$ cat src/rtl/card_pkg.sv
// Shared definitions for the card hand display: card codes, segment type,
// scoring FSM states and the baccarat point-value helper.
package card_pkg;

    localparam logic [3:0] CARD_BLANK = 4'd0;
    localparam logic [3:0] CARD_ACE   = 4'd1;
    localparam logic [3:0] CARD_JACK  = 4'd11;
    localparam logic [3:0] CARD_QUEEN = 4'd12;
    localparam logic [3:0] CARD_KING  = 4'd13;

    typedef logic [6:0] seg_t;
    localparam seg_t SEG_BLANK = 7'b1111111;

    typedef enum logic [1:0] {
        S_IDLE,
        S_ACCUM,
        S_DONE
    } score_state_t;

    // Ten and the court cards count zero in baccarat, as does an empty slot.
    function automatic logic [3:0] card_points(input logic [3:0] code);
        return (code <= 4'd9) ? code : 4'd0;
    endfunction

endpackage

$ cat src/rtl/card_seg_decode.sv
// Combinational card-code to active-low 7-segment decoder {g..a}.
module card_seg_decode
    import card_pkg::*;
(
    input  logic [3:0] i_code,
    output seg_t       o_seg
);

    always_comb begin
        o_seg = SEG_BLANK;
        unique case (i_code)
            4'd1:    o_seg = 7'b0001000;
            4'd2:    o_seg = 7'b0100100;
            4'd3:    o_seg = 7'b0110000;
            4'd4:    o_seg = 7'b0011001;
            4'd5:    o_seg = 7'b0010010;
            4'd6:    o_seg = 7'b0000010;
            4'd7:    o_seg = 7'b1111000;
            4'd8:    o_seg = 7'b0000000;
            4'd9:    o_seg = 7'b0010000;
            4'd10:   o_seg = 7'b1000000;
            4'd11:   o_seg = 7'b1100001;
            4'd12:   o_seg = 7'b0011000;
            4'd13:   o_seg = 7'b0001001;
            default: o_seg = SEG_BLANK;
        endcase
    end

endmodule

$ cat src/rtl/card_hand_display.sv
// Card hand register with per-slot 7-segment digits, a blank-first flash on
// each newly dealt card, and a sequential baccarat score shown on an extra digit.
module card_hand_display
    import card_pkg::*;
#(
    parameter  int N_SLOTS      = 3,
    parameter  int FLASH_PERIOD = 4,
    parameter  int FLASH_PHASES = 4,
    localparam int SLOT_W       = (N_SLOTS > 1) ? $clog2(N_SLOTS) : 1
)(
    input  logic                   clk,
    input  logic                   reset,
    input  logic                   wr_valid,
    output logic                   wr_ready,
    input  logic [SLOT_W-1:0]      wr_slot,
    input  logic [3:0]             wr_value,
    input  logic                   clear,
    input  logic                   score_req,
    output logic                   score_busy,
    output logic                   score_valid,
    output logic [3:0]             score,
    output logic [7*N_SLOTS-1:0]   hex,
    output logic [6:0]             hex_score,
    output logic                   flashing
);

    localparam int PERIOD_W = (FLASH_PERIOD > 1) ? $clog2(FLASH_PERIOD) : 1;
    localparam int PHASE_W  = $clog2(FLASH_PHASES);
    localparam logic [SLOT_W:0]     N_SLOTS_W  = N_SLOTS[SLOT_W:0];
    localparam logic [SLOT_W-1:0]   LAST_IDX   = SLOT_W'(N_SLOTS - 1);
    localparam logic [PERIOD_W-1:0] PERIOD_END = PERIOD_W'(FLASH_PERIOD - 1);
    localparam logic [PHASE_W-1:0]  PHASE_END  = PHASE_W'(FLASH_PHASES - 1);

    logic [3:0]          r_slots [N_SLOTS];
    logic                r_flashActive;
    logic [SLOT_W-1:0]   r_flashSlot;
    logic [PERIOD_W-1:0] r_periodCnt;
    logic [PHASE_W-1:0]  r_phaseCnt;

    score_state_t        r_state;
    score_state_t        w_stateNext;
    logic [3:0]          r_acc;
    logic [3:0]          w_accNext;
    logic [SLOT_W-1:0]   r_idx;
    logic [SLOT_W-1:0]   w_idxNext;
    logic [3:0]          r_score;
    logic                r_scoreShown;
    logic                w_loadScore;

    logic                w_wrAccept;
    logic                w_wrInRange;
    logic [3:0]          w_wrCode;
    logic [3:0]          w_pts;
    logic [4:0]          w_sum;
    logic [3:0]          w_scoreCode;

    assign wr_ready    = !score_busy && !clear;
    assign w_wrAccept  = wr_valid && wr_ready;
    assign w_wrInRange = ({1'b0, wr_slot} < N_SLOTS_W);
    assign w_wrCode    = (wr_value > CARD_KING) ? CARD_BLANK : wr_value;
    assign flashing    = r_flashActive;
    assign score       = r_score;

    // A new accepted write simply retargets the flash, so the previous slot goes steady at once.
    always_ff @(posedge clk or posedge reset) begin
        if (reset) begin
            for (int i = 0; i < N_SLOTS; i++) r_slots[i] <= CARD_BLANK;
            r_flashActive <= 1'b0;
            r_flashSlot   <= '0;
            r_periodCnt   <= '0;
            r_phaseCnt    <= '0;
        end else if (clear) begin
            for (int i = 0; i < N_SLOTS; i++) r_slots[i] <= CARD_BLANK;
            r_flashActive <= 1'b0;
            r_flashSlot   <= '0;
            r_periodCnt   <= '0;
            r_phaseCnt    <= '0;
        end else begin
            if (r_flashActive) begin
                if (r_periodCnt == PERIOD_END) begin
                    r_periodCnt <= '0;
                    if (r_phaseCnt == PHASE_END) r_flashActive <= 1'b0;
                    else                         r_phaseCnt    <= r_phaseCnt + 1'b1;
                end else begin
                    r_periodCnt <= r_periodCnt + 1'b1;
                end
            end
            if (w_wrAccept && w_wrInRange) begin
                r_slots[wr_slot] <= w_wrCode;
                r_flashActive    <= 1'b1;
                r_flashSlot      <= wr_slot;
                r_periodCnt      <= '0;
                r_phaseCnt       <= '0;
            end
        end
    end

    assign w_pts = card_points(r_slots[r_idx]);
    assign w_sum = {1'b0, r_acc} + {1'b0, w_pts};

    always_comb begin
        w_stateNext = r_state;
        w_accNext   = r_acc;
        w_idxNext   = r_idx;
        w_loadScore = 1'b0;
        score_valid = 1'b0;
        score_busy  = 1'b0;
        unique case (r_state)
            S_IDLE: begin
                if (score_req) begin
                    w_stateNext = S_ACCUM;
                    w_accNext   = '0;
                    w_idxNext   = '0;
                end
            end
            S_ACCUM: begin
                score_busy = 1'b1;
                // Both operands are at most 9, so one conditional subtract is a full mod 10.
                w_accNext  = (w_sum >= 5'd10) ? 4'(w_sum - 5'd10) : w_sum[3:0];
                if (r_idx == LAST_IDX) w_stateNext = S_DONE;
                else                   w_idxNext   = r_idx + 1'b1;
            end
            S_DONE: begin
                score_busy  = 1'b1;
                score_valid = 1'b1;
                w_loadScore = 1'b1;
                w_stateNext = S_IDLE;
            end
            default: w_stateNext = S_IDLE;
        endcase
        if (clear) begin
            w_stateNext = S_IDLE;
            w_loadScore = 1'b0;
            score_valid = 1'b0;
        end
    end

    always_ff @(posedge clk or posedge reset) begin
        if (reset) begin
            r_state      <= S_IDLE;
            r_acc        <= '0;
            r_idx        <= '0;
            r_score      <= '0;
            r_scoreShown <= 1'b0;
        end else begin
            r_state <= w_stateNext;
            r_acc   <= w_accNext;
            r_idx   <= w_idxNext;
            if (w_loadScore) begin
                r_score      <= r_acc;
                r_scoreShown <= 1'b1;
            end
            if (clear) r_scoreShown <= 1'b0;
        end
    end

    // Code 10 renders as a plain zero, which is how a score of 0 is shown.
    assign w_scoreCode = !r_scoreShown     ? CARD_BLANK :
                         (r_score == 4'd0) ? 4'd10      : r_score;

    for (genvar g = 0; g < N_SLOTS; g++) begin : g_slot
        logic [3:0] w_code;
        assign w_code = (r_flashActive && (r_flashSlot == SLOT_W'(g)) && !r_phaseCnt[0])
                        ? CARD_BLANK : r_slots[g];
        card_seg_decode u_dec (
            .i_code (w_code),
            .o_seg  (hex[7*g +: 7])
        );
    end

    card_seg_decode u_scoreDec (
        .i_code (w_scoreCode),
        .o_seg  (hex_score)
    );

endmodule

$ cat config.mk
export PLATFORM = sky130hd
export DESIGN_NAME = card_hand_display
export DESIGN_NICKNAME = d
export VERILOG_FILES = /design/src/rtl/card_pkg.sv /design/src/rtl/card_seg_decode.sv /design/src/rtl/card_hand_display.sv
export SDC_FILE = /design/constraint.sdc
export NUM_CORES = 1
export LEC_CHECK = 0
export ABC_AREA = 1
export CAP_MARGIN = 0
export CORE_ASPECT_RATIO = 1.75
export CORE_MARGIN = 3
export CORE_UTILIZATION = 50
export CTS_BUF_LIST = sky130_fd_sc_hd__clkbuf_2
export DETAILED_ROUTE_END_ITERATION = 7
export GPL_TIMING_DRIVEN = 0
export PLACE_DENSITY_LB_ADDON = 0.2
export SYNTH_ARGS = -nofsm -noshare
export SYNTH_HDL_FRONTEND = slang
export SYNTH_SLANG_ARGS = --single-unit
export TNS_END_PERCENT = 5
$ cat constraint.sdc
create_clock -name clk -period 4 [get_ports clk]
set_clock_uncertainty 0.05 [all_clocks]
set_input_delay 1.2 -clock clk [delete_from_list [all_inputs] [get_ports clk]]
set_output_delay 1.2 -clock clk [all_outputs]
set_load 0.05 [all_outputs]
After elaboration in Yosys (flattened, before gate mapping) --
Memories as Yosys holds them, arrays and structs flattened. Index checks and enable logic that the tools add are counted.
Storage, ports and cells: output and inout port bits 36, ROM bits 448, word-level logic and storage cells 114, input bits 11, memories 4, flip-flop bits (word level) 32
Memories:
- (name not given) | depth 16, bits a word 7, read ports 1, clocked after memory_dff 0, wr ports 0, line card_seg_decode.sv:11 | unique case (i_code)
- (name not given) | depth 16, bits a word 7, read ports 1, clocked after memory_dff 0, wr ports 0, line card_seg_decode.sv:11
- (name not given) | depth 16, bits a word 7, read ports 1, clocked after memory_dff 0, wr ports 0, line card_seg_decode.sv:11
- (name not given) | depth 16, bits a word 7, read ports 1, clocked after memory_dff 0, wr ports 0, line card_seg_decode.sv:11
Operators by class: muxes and demuxes 46, add/sub/neg operators 5, reduce and logical (&&, ||, !) cells 26, bitwise logic cells 2, magnitude comparators 7, eq/ne operators 12
Operator list (count):
- $mux 4 | 12
- $mux 2 | 16
- $mux 12 | 2
- $bwmux 12 | 1
- $eq 2x2->1 const B | 5
- $logic_and 1x1->1 | 10
- $mux 1 | 10
- $bmux 4 s2 | 1
- $demux 4 s2 | 1
- $pmux 2 s2 | 2
- $pmux 4 s2 | 1
- $add 2x1->2 const B | 3
- $ge 3x3->1 const B | 2
- $ne 3x3->1 const B | 2
- $not 2->3 | 2
- $reduce_and 3->1 | 2
- $reduce_bool 2->1 | 3
- $reduce_bool 3->1 | 2
- $add 4x4->5 | 1
- $ge 5x4->1 const B | 1
- $eq 2x1->1 const B | 2
- $gt 4x4->1 const B | 1
- $le 4x4->1 const B | 1
- $logic_not 2->1 | 2
- 9 further kinds | 13

Logic depth before layout (Yosys ltp) --
Gate-level depths: netlist of run 1.
depth in word-level cells 10, gate-level depth with buffers 20

Cells and area by module --
A second synthesis of run 1 with hierarchy kept.
Second synthesis, totals: cells, all modules 406, area, all modules 2925.3 µm²
By module, submodules not included:
- card_hand_display | area each 1871.8 µm², instances 1, cells each 230
- card_seg_decode (g_slot[0].u_dec ...) | area each 269.0 µm², instances 3, cells each 44
- card_seg_decode (g_slot[2].u_dec) | area each 246.5 µm², instances 1, cells each 44

Worst setup path after synthesis of run 1 --
Ideal clock, no wire load.
path type reg-to-output, start point reg r_score[2], in the netlist score[2], end point out hex_score[4], cell stages (with the launch flop) 9, setup slack 0.303 ns, path buffers 0, required time 2.750 ns, data arrival time 2.447 ns, cell sequence dfrtp_1 -> inv_1 -> nand4_1 -> nand2_1 -> nand2_1 -> ha_1 -> nand2_1 -> o21ai_0 -> o21ai_0
Between the ends: cells in the longest elaborated chain, start to end 4
RTL lines:
- start: declaration | line card_hand_display.sv:46 | logic [3:0] r_score;
- start signal: assignment | line card_hand_display.sv:150 | r_score <= r_acc;
- $logic_not 4->1 | line card_hand_display.sv:159 | (r_score == 4'd0) ? 4'd10 : r_score;
- $mux 4 * | line card_hand_display.sv:159
- $mux 4 * | line card_hand_display.sv:158 | assign w_scoreCode = !r_scoreShown ? CARD_BLANK :
- $mem_v2 16x7 *
- end: declaration | line card_hand_display.sv:23 | output logic [6:0] hex_score,
Every way passes the cells marked *; elsewhere a longest branch is shown, timed or not.

Worst setup path after layout of run 1 --
start point reg r_phaseCnt[0], end point out hex[17]
Between the ends: cells in the longest elaborated chain, start to end 4
RTL lines:
- start: declaration | line card_hand_display.sv:38 | logic [PHASE_W-1:0] r_phaseCnt;
- start signal: assignment | line card_hand_display.sv:83 | else r_phaseCnt <= r_phaseCnt + 1'b1;
- $logic_not 1->1 | line card_hand_display.sv:163 | assign w_code = (r_flashActive && (r_flashSlot == SLOT_W'(g)) && !r_phaseCnt[0])
- $logic_and 1x1->1 | line card_hand_display.sv:163
- $mux 4 | line card_hand_display.sv:164 | ? CARD_BLANK : r_slots[g];
- $mem_v2 16x7
- end: declaration | line card_hand_display.sv:22 | output logic [7*N_SLOTS-1:0] hex,
Every way passes these cells.

==> flow_metrics.py, run 1 <==
metrics = {
    "synthesis": {
        "ys_async_sr_fraction_pct": 100,
        "yosysTopAreaCellShare_pct": 28.0,
        "synth-seq-cells": 32,
        "yosysWarnings": 0,
        "synth_area_leaders": "dfrtp_1 (28%), ha_1 (16%), nand2_1 (12%), inv_1 (7.2%), nand3_1 (6.5%)",
        "syn_area_um2": 2860,
        "syn_area_per_cell_um2": 7.25,
        "syn_inst": 394,
        "ys_dominant_reg_cell": "dfrtp_1",
        "synth_common_cells": "nand2_1 (95), inv_1 (55), nand3_1 (37)",
        "synth_most_common_cell": "nand2_1",
        "synth_nets": 442,
        "yosys.cell_types.count": 35,
        "yosysTopAreaCell": "dfrtp_1",
        "ys_seq_area_share_pct": 28.0,
        "synth-edff-count": 0,
    },
    "worst_setup_path": {
        "r2r-end": "r_acc[2]",
        "critical_path.max_fanout": 5,
        "reg2reg_from": "r_idx[1]",
        "cpMostUsedCell": "inv_1",
        "arrival_ns": 2.58,
        "crit_required_ns": 2.75,
        "cpMaxStageDelayCell": "clkdlybuf4s50_1",
        "max_stage_delay_ns": 0.79,
        "cp_num_buf_inv": 4,
        "path_class": "flop to output pin",
        "r2r_cells": 20,
        "start_kind": "flop",
        "path_cells": "inv_2 > nand4_4 > nand2_1 > ha_1 > inv_1 > o31ai_1 > inv_1 > clkdlybuf4s50_1",
        "timing.reg2reg.setup_slack_ns": 1.12,
        "cp_top_family": "buffers and inverters",
        "cp-end-kind": "output pin",
    },
    "cts": {
        "cts_hold_buffers": 0,
        "cts.reportedPaths.clkPinSlew_ns": 0.19,
        "cts.sinks": 32,
        "ctsLongestPathBuffers": 2,
        "cts-buffers-inserted": 5,
        "insertion_delay_ns": 0.39,
        "tritoncts": "done",
        "cts-htree-levels": 2,
        "cts_root_buf": "clkbuf_2",
    },
    "routing": {
        "drtAntennaViolNets": 0,
        "drtIter0Drc": 86,
        "drc": 0,
        "routedWlPerCell_um": 12.7,
        "dr.pass1.iters": 4,
        "dr_total_vias": 2780,
        "routed_wl_um": 6630,
        "viasPerCell": 5.34,
    },
    "die": {
        "core.rowCount": 35,
        "ios": 47,
        "die_w_um": 63.1,
        "die_h_um": 106,
        "start_util_pct": 53.0,
        "core_area_um2": 5390,
        "dieArea_um2": 6690,
    },
    "layout": {
        "area.growth.synth_to_final_pct": 22.3,
        "layout.nets": 494,
        "diodes": 0,
        "final_layout_size_suffix_gt1_share_pct": 10.1,
        "final_cell_area_um2": 3490,
        "fillers": 518,
    },
    "timing": {
        "grt_setup_unrepaired": "false",
        "hold_viol": 0,
        "fin_ws_ns": 0.173,
        "slew_headroom_pct": 19.0,
        "fin_tns_setup_ns": 0,
        "maxSlewViolCount": 0,
        "post-route-min-period_ns": 3.83,
        "min_period_over_period_pct": 95.7,
        "worst_pin_slew_ns": 1.21,
        "setup_viol": 0,
        "timing.fmax_mhz": 261,
    },
    "place": {
        "place_ws_ns": 0.272,
        "dp_hpwl_um": 5430,
        "io_buffers": 45,
        "place_area_um2": 3400,
        "place_congestion": 0.825,
    },
    "grt": {
        "grt_start_max_net_pins": 33,
        "grt_pass1_wl_um": 11500,
        "overflow": 0,
        "grt_usage_pct": 21.1,
        "grt_pass1_vias": 2765,
        "antenna_found_initial": 0,
    },
    "worst_hold_path": {
        "min_path_cells": 2,
        "hp-class": "flop to flop",
        "hold_start": "r_slots[8]",
        "min_to": "r_slots[8]",
    },
    "pwr": {
        "powerDensity_nw_per_um2": 482,
        "leakage_nw": 1.71,
        "ir_worst_vdd_mv": 0.456,
    },
    "job": {
        "cap_violations": 0,
    },
    "run_status": {
        "outcome": "finished clean",
    },
}
registers in the layout (all words and copies together), names as in the netlist:
signal / cells
r_scoreShown: 1
r_state: 2
r_slots: 12
score: 4
r_phaseCnt: 2
flashing: 1
r_periodCnt: 2
r_acc: 4
r_flashSlot: 2
r_idx: 2
stage by stage:
| stage | instances | utilization, % | hold WS [ns] | total power, mW |
|---|---|---|---|---|
| 2_1_floorplan | 394 | - | 0.425 | 1.20 |
| 6_report | 521 | 64.8 | 0.490 | 1.68 |
| 5_1_grt | 521 | 64.8 | 0.529 | 1.82 |
| 4_1_cts | 521 | 64.2 | 0.496 | 1.70 |
| 3_3_place_gp | 513 | 63.1 | 0.449 | 1.45 |
| 3_5_place_dp | 513 | 63.1 | 0.454 | 1.47 |
cell families after synthesis:
| group | Yosys count | share of synthesized area [%] |
|---|---|---|
| and+or+nand+nor | 180 | 30.4 |
| AOI/OAI and AO/OA | 75 | 15.2 |
| buffers and inverters | 69 | 9.60 |
| adders and majority gates | 37 | 16.5 |
| DFF | 32 | 28.0 |
| xor gates and xnor gates | 1 | 0.307 |
how the worst max path moves through the flow:
| stage | cells past startpoint | slack, ns | from | to |
|---|---|---|---|---|
| floorplan | 8 | 0.30 | score[2] | hex_score[4] |
| global placement | 3 | 0.25 | clear | score_valid |
| detailed placement | 3 | 0.27 | clear | score_valid |
| CTS | 8 | 0.007 | r_flashSlot[1] | hex[4] |
| global route | 8 | 0.002 | r_flashSlot[1] | hex[7] |
| finish | 8 | 0.17 | r_phaseCnt[0] | hex[17] |
layer usage:
| metal | up-vias | global-route usage (%) | wire, µm |
|---|---|---|---|
| li1 | 1396 | - | - |
| met2 | 70 | 43.6 | 3800 |
| met3 | 16 | 2.85 | 233 |
| met5 | - | 0 | 0 |
| met1 | 1298 | 19.9 | 2410 |
| met4 | 0 | 7.90 | 181 |
area by class of cell:
class                   instances  area (µm²)  share of cell area, %
clock inverters                 2        35.0                   1.00
flip-flops and latches         32         801                   22.9
well taps                      74        92.6                   2.65
repair buffers                 45         478                   13.7
multi-input cells             293        1780                   51.0
clock buffers                   6        30.0                  0.860
plain buffers                   2        22.5                  0.645
inverters                      67         251                   7.20
placed cells by master (no fill, tap or decap), types with 2 or more instances in the layout:
cell type,n
nand3b_1,2
o21ai_2,3
nand2_1,95
o21ai_0,29
ha_1,36
dlymetal6s2s_1,13
nor2_2,4
a21oi_1,13
nand3_1,37
nor2_1,21
nand2_4,3
buf_6,2
nand4_4,3
a22oi_1,2
inv_1,55
inv_2,12
dlygate4sd2_1,4
nand4_1,6
o211ai_1,3
clkbuf_2,6
clkdlybuf4s50_1,28
o21ai_1,12
o22ai_1,4
nand2_2,6
dfrtp_1,32
report_power, final:
part           switching [mW]  internal [mW]  leakage [nW]
registers              0.0660          0.387         0.431
clock network           0.114          0.108        0.0430
logic                   0.663          0.345          1.24
total                   0.843          0.840          1.71
what timing repair did:
action / in CTS / in global routing
pin swaps: 0 / 0
setup buffers: 0 / 0
resized for setup: 4 / 13
setup endpoints to repair: 4 / 13
worst reg2reg max path: stages, from the launching register on:
cell	delay, ns
dfrtp_1	0.47
inv_1	0.14
nor2_2	0.05
inv_1	0.10
o21ai_0	0.09
inv_1	0.10
a21oi_2	0.07
nor2_1	0.09
ha_1	0.20
inv_1	0.06
fa_1	0.39
inv_1	0.07
nand2_1	0.06
and2_1	0.15
ha_1	0.21
nand2_1	0.07
nand3_1	0.10
nand2_1	0.10
nand2_1	0.05
nand3_1	0.08
nand2_1	0.06
(Power assumes the default switching activity.)
==> run 2: changes to the inputs <==
--- a/config.mk
+++ b/config.mk
@@ -12,8 +12,9 @@
 export CORE_UTILIZATION = 50
 export CTS_BUF_LIST = sky130_fd_sc_hd__clkbuf_2
 export DETAILED_ROUTE_END_ITERATION = 7
-export GPL_TIMING_DRIVEN = 0
+export GPL_TIMING_DRIVEN = 1
 export PLACE_DENSITY_LB_ADDON = 0.2
+export SLEW_MARGIN = 20
 export SYNTH_ARGS = -nofsm -noshare
 export SYNTH_HDL_FRONTEND = slang
 export SYNTH_SLANG_ARGS = --single-unit
==> constraint.sdc (replaced) <==
create_clock -name clk -period 4.2 [get_ports clk]
set_clock_uncertainty 0.05 [all_clocks]
set_input_delay 1.26 -clock clk [delete_from_list [all_inputs] [get_ports clk]]
set_output_delay 1.26 -clock clk [all_outputs]
set_load 0.05 [all_outputs]
==> run 2 against run 1 <==
Flip-flop and latch count unchanged. Power decreased by 8.4%. Non-clock buffer count rose by 2. Critical path type unchanged. Clock-buffer cell count increased by 1.
==> flow_metrics.py, run 2 (synthesis results as in run 1) <==
metrics = {
    "die": {
        "core_area_um2": 5390,
        "core.rowCount": 35,
        "ios": 47,
        "start_util_pct": 53.0,
        "die_w_um": 63.1,
        "die_h_um": 106,
        "dieArea_um2": 6690,
    },
    "layout": {
        "layout_commonest_cell": "nand2_1",
        "fillers": 508,
        "diodes": 0,
        "largest_reg_flops": 12,
        "register_area_um2": 802,
        "layout_common_cells": "nand2_1 (95), inv_1 (55), clkdlybuf4s50_1 (39), nand3_1 (37), ha_1 (36)",
        "layout.nets": 496,
        "regMostFlops": "r_slots",
        "area.growth.synth_to_final_pct": 21.9,
        "multi_input_area_um2": 1780,
        "final_layout_size_suffix_gt1_share_pct": 10.7,
    },
    "place": {
        "dp_hpwl_um": 5570,
        "io_buffers": 46,
        "place_congestion": 0.907,
    },
    "run_status": {
        "outcome": "finished clean",
    },
    "timing": {
        "slew_headroom_pct": 60.4,
        "hold_viol": 0,
        "fin_hold_ws_ns": 0.500,
        "setup_viol": 0,
        "grt_setup_unrepaired": "false",
        "worst_pin_slew_ns": 0.588,
        "timing.fmax_mhz": 249,
        "post-route-min-period_ns": 4.01,
        "min_period_over_period_pct": 95.4,
        "maxSlewViolCount": 0,
        "fin_tns_setup_ns": 0,
    },
    "worst_hold_path": {
        "hp-class": "flop to flop",
    },
    "worst_setup_path": {
        "cp-end-kind": "output pin",
        "path_cells": "inv_1 > nand4_1 > nand2_1 > nand2_1 > inv_1 > ha_1 > nand4_1 > nand4_1 > clkdlybuf4s50_1",
        "timing.reg2reg.setup_slack_ns": 1.30,
        "start_kind": "flop",
        "path_class": "flop to output pin",
        "critical_path.max_fanout": 7,
        "cp_top_family": "buffers and inverters",
        "cpMostUsedCell": "nand4_1",
        "cpMaxStageDelayCell": "clkdlybuf4s50_1",
        "cp_num_buf_inv": 3,
        "crit_required_ns": 2.89,
        "arrival_ns": 2.70,
        "max_stage_delay_ns": 0.81,
    },
    "cts": {
        "ctsLongestPathBuffers": 2,
        "cts.reportedPaths.clkPinSlew_ns": 0.14,
        "insertion_delay_ns": 0.36,
        "tritoncts": "done",
        "cts_hold_buffers": 0,
        "cts.sinks": 32,
        "cts-buffers-inserted": 5,
        "cts-htree-levels": 2,
        "cts_root_buf": "clkbuf_2",
    },
    "routing": {
        "drc": 0,
        "viasPerCell": 5.31,
        "routed_wl_um": 6660,
        "drtIter0Drc": 119,
        "dr.pass1.iters": 4,
        "dr_total_vias": 2775,
        "routedWlPerCell_um": 12.7,
        "drtAntennaViolNets": 0,
    },
    "pwr": {
        "ir_worst_vdd_mv": 0.476,
        "powerDensity_nw_per_um2": 443,
        "total_power_mw": 1.54,
        "leakage_nw": 1.71,
    },
    "grt": {
        "overflow": 0,
        "grt_usage_pct": 21.3,
        "antenna_found_initial": 0,
        "grt_pass1_wl_um": 11600,
        "grt_pass1_vias": 2727,
        "grt_start_max_net_pins": 33,
    },
    "job": {
        "cap_violations": 0,
    },
}
[run 2: cell types whose count changed in the layout (fill, tap and decap cells not counted), moves of 2 or more]
cell             change
buf_12               +2
buf_4                +3
buf_6                -2
clkdlybuf4s50_1     +11
dlygate4sd2_1        -4
dlymetal6s2s_1       -8
[run 2: per-layer routing]
layer | vias to the layer above | track usage [%] | wire, µm
met5 | - | 0 | 0
met4 | 0 | 9.48 | 221
met3 | 18 | 3.07 | 278
met2 | 77 | 42.4 | 3820
met1 | 1285 | 20.8 | 2350
li1 | 1395 | - | -
[run 2: what timing repair did]
action | CTS | global route
gates resized for setup | 0 | 6
endpoints found under the setup margin | 0 | 9
setup buffers | 0 | 0
[run 2: power by group]
group,total [mW],internal [mW],switching [mW]
logic,0.962,0.336,0.626
registers,0.435,0.369,0.0668
clock network,0.143,0.0446,0.0989
total,1.54,0.749,0.792
[run 2: path summary, 6_finish.rpt]
| check | from | depth (start not counted) | to |
|---|---|---|---|
| max in group asynchronous | reset | 3 | flashing |
| worst max register to register | r_slots[6] | 20 | r_acc[2] |
| worst min-delay path | r_acc[3] | 2 | r_acc[3] |
| worst min register to register | r_acc[3] | 2 | r_acc[3] |
| worst max-delay path | score[2] | 9 | hex_score[5] |
| min in group asynchronous | reset | 3 | r_phaseCnt[0] |
[run 2: layout make-up]
| class | instances | area share (%) |
|---|---|---|
| Timing Repair Buffer | 49 | 14.8 |
| Clock buffer | 7 | 1.01 |
| Inverter | 67 | 7.23 |
| Sequential cell | 32 | 23.0 |
| Tap cell | 74 | 2.66 |
| Clock inverter | 1 | 0.108 |
| Multi-Input combinational cell | 293 | 51.2 |
[run 2: worst reg2reg max path: stages (launching register included)]
cell and delay [ns]:
dfrtp_1 0.46, inv_1 0.15, nand2_1 0.07, o211ai_1 0.08, o21ai_0 0.11, inv_1 0.10, a21oi_2 0.07, nor2_1 0.09
ha_1 0.20, inv_1 0.07, fa_1 0.40, inv_1 0.07, nand2_1 0.05, and2_1 0.15, ha_1 0.21, nand2_1 0.07
nand3_1 0.10, nand2_1 0.10, nand2_1 0.05, nand3_1 0.08, nand2_1 0.06
[run 2: per-stage QoR]
stage                     instance area, µm²  utilization [%]  worst slack, ns  cells
after floorplan                         2860                -            0.443    394
after global placement                  3430             63.6            0.526    515
after detailed placement                3430             63.6            0.471    515
after CTS                               3470             64.4           0.0490    523
after global routing                    3480             64.6          0.00985    523
final                                   3480             64.6            0.191    523
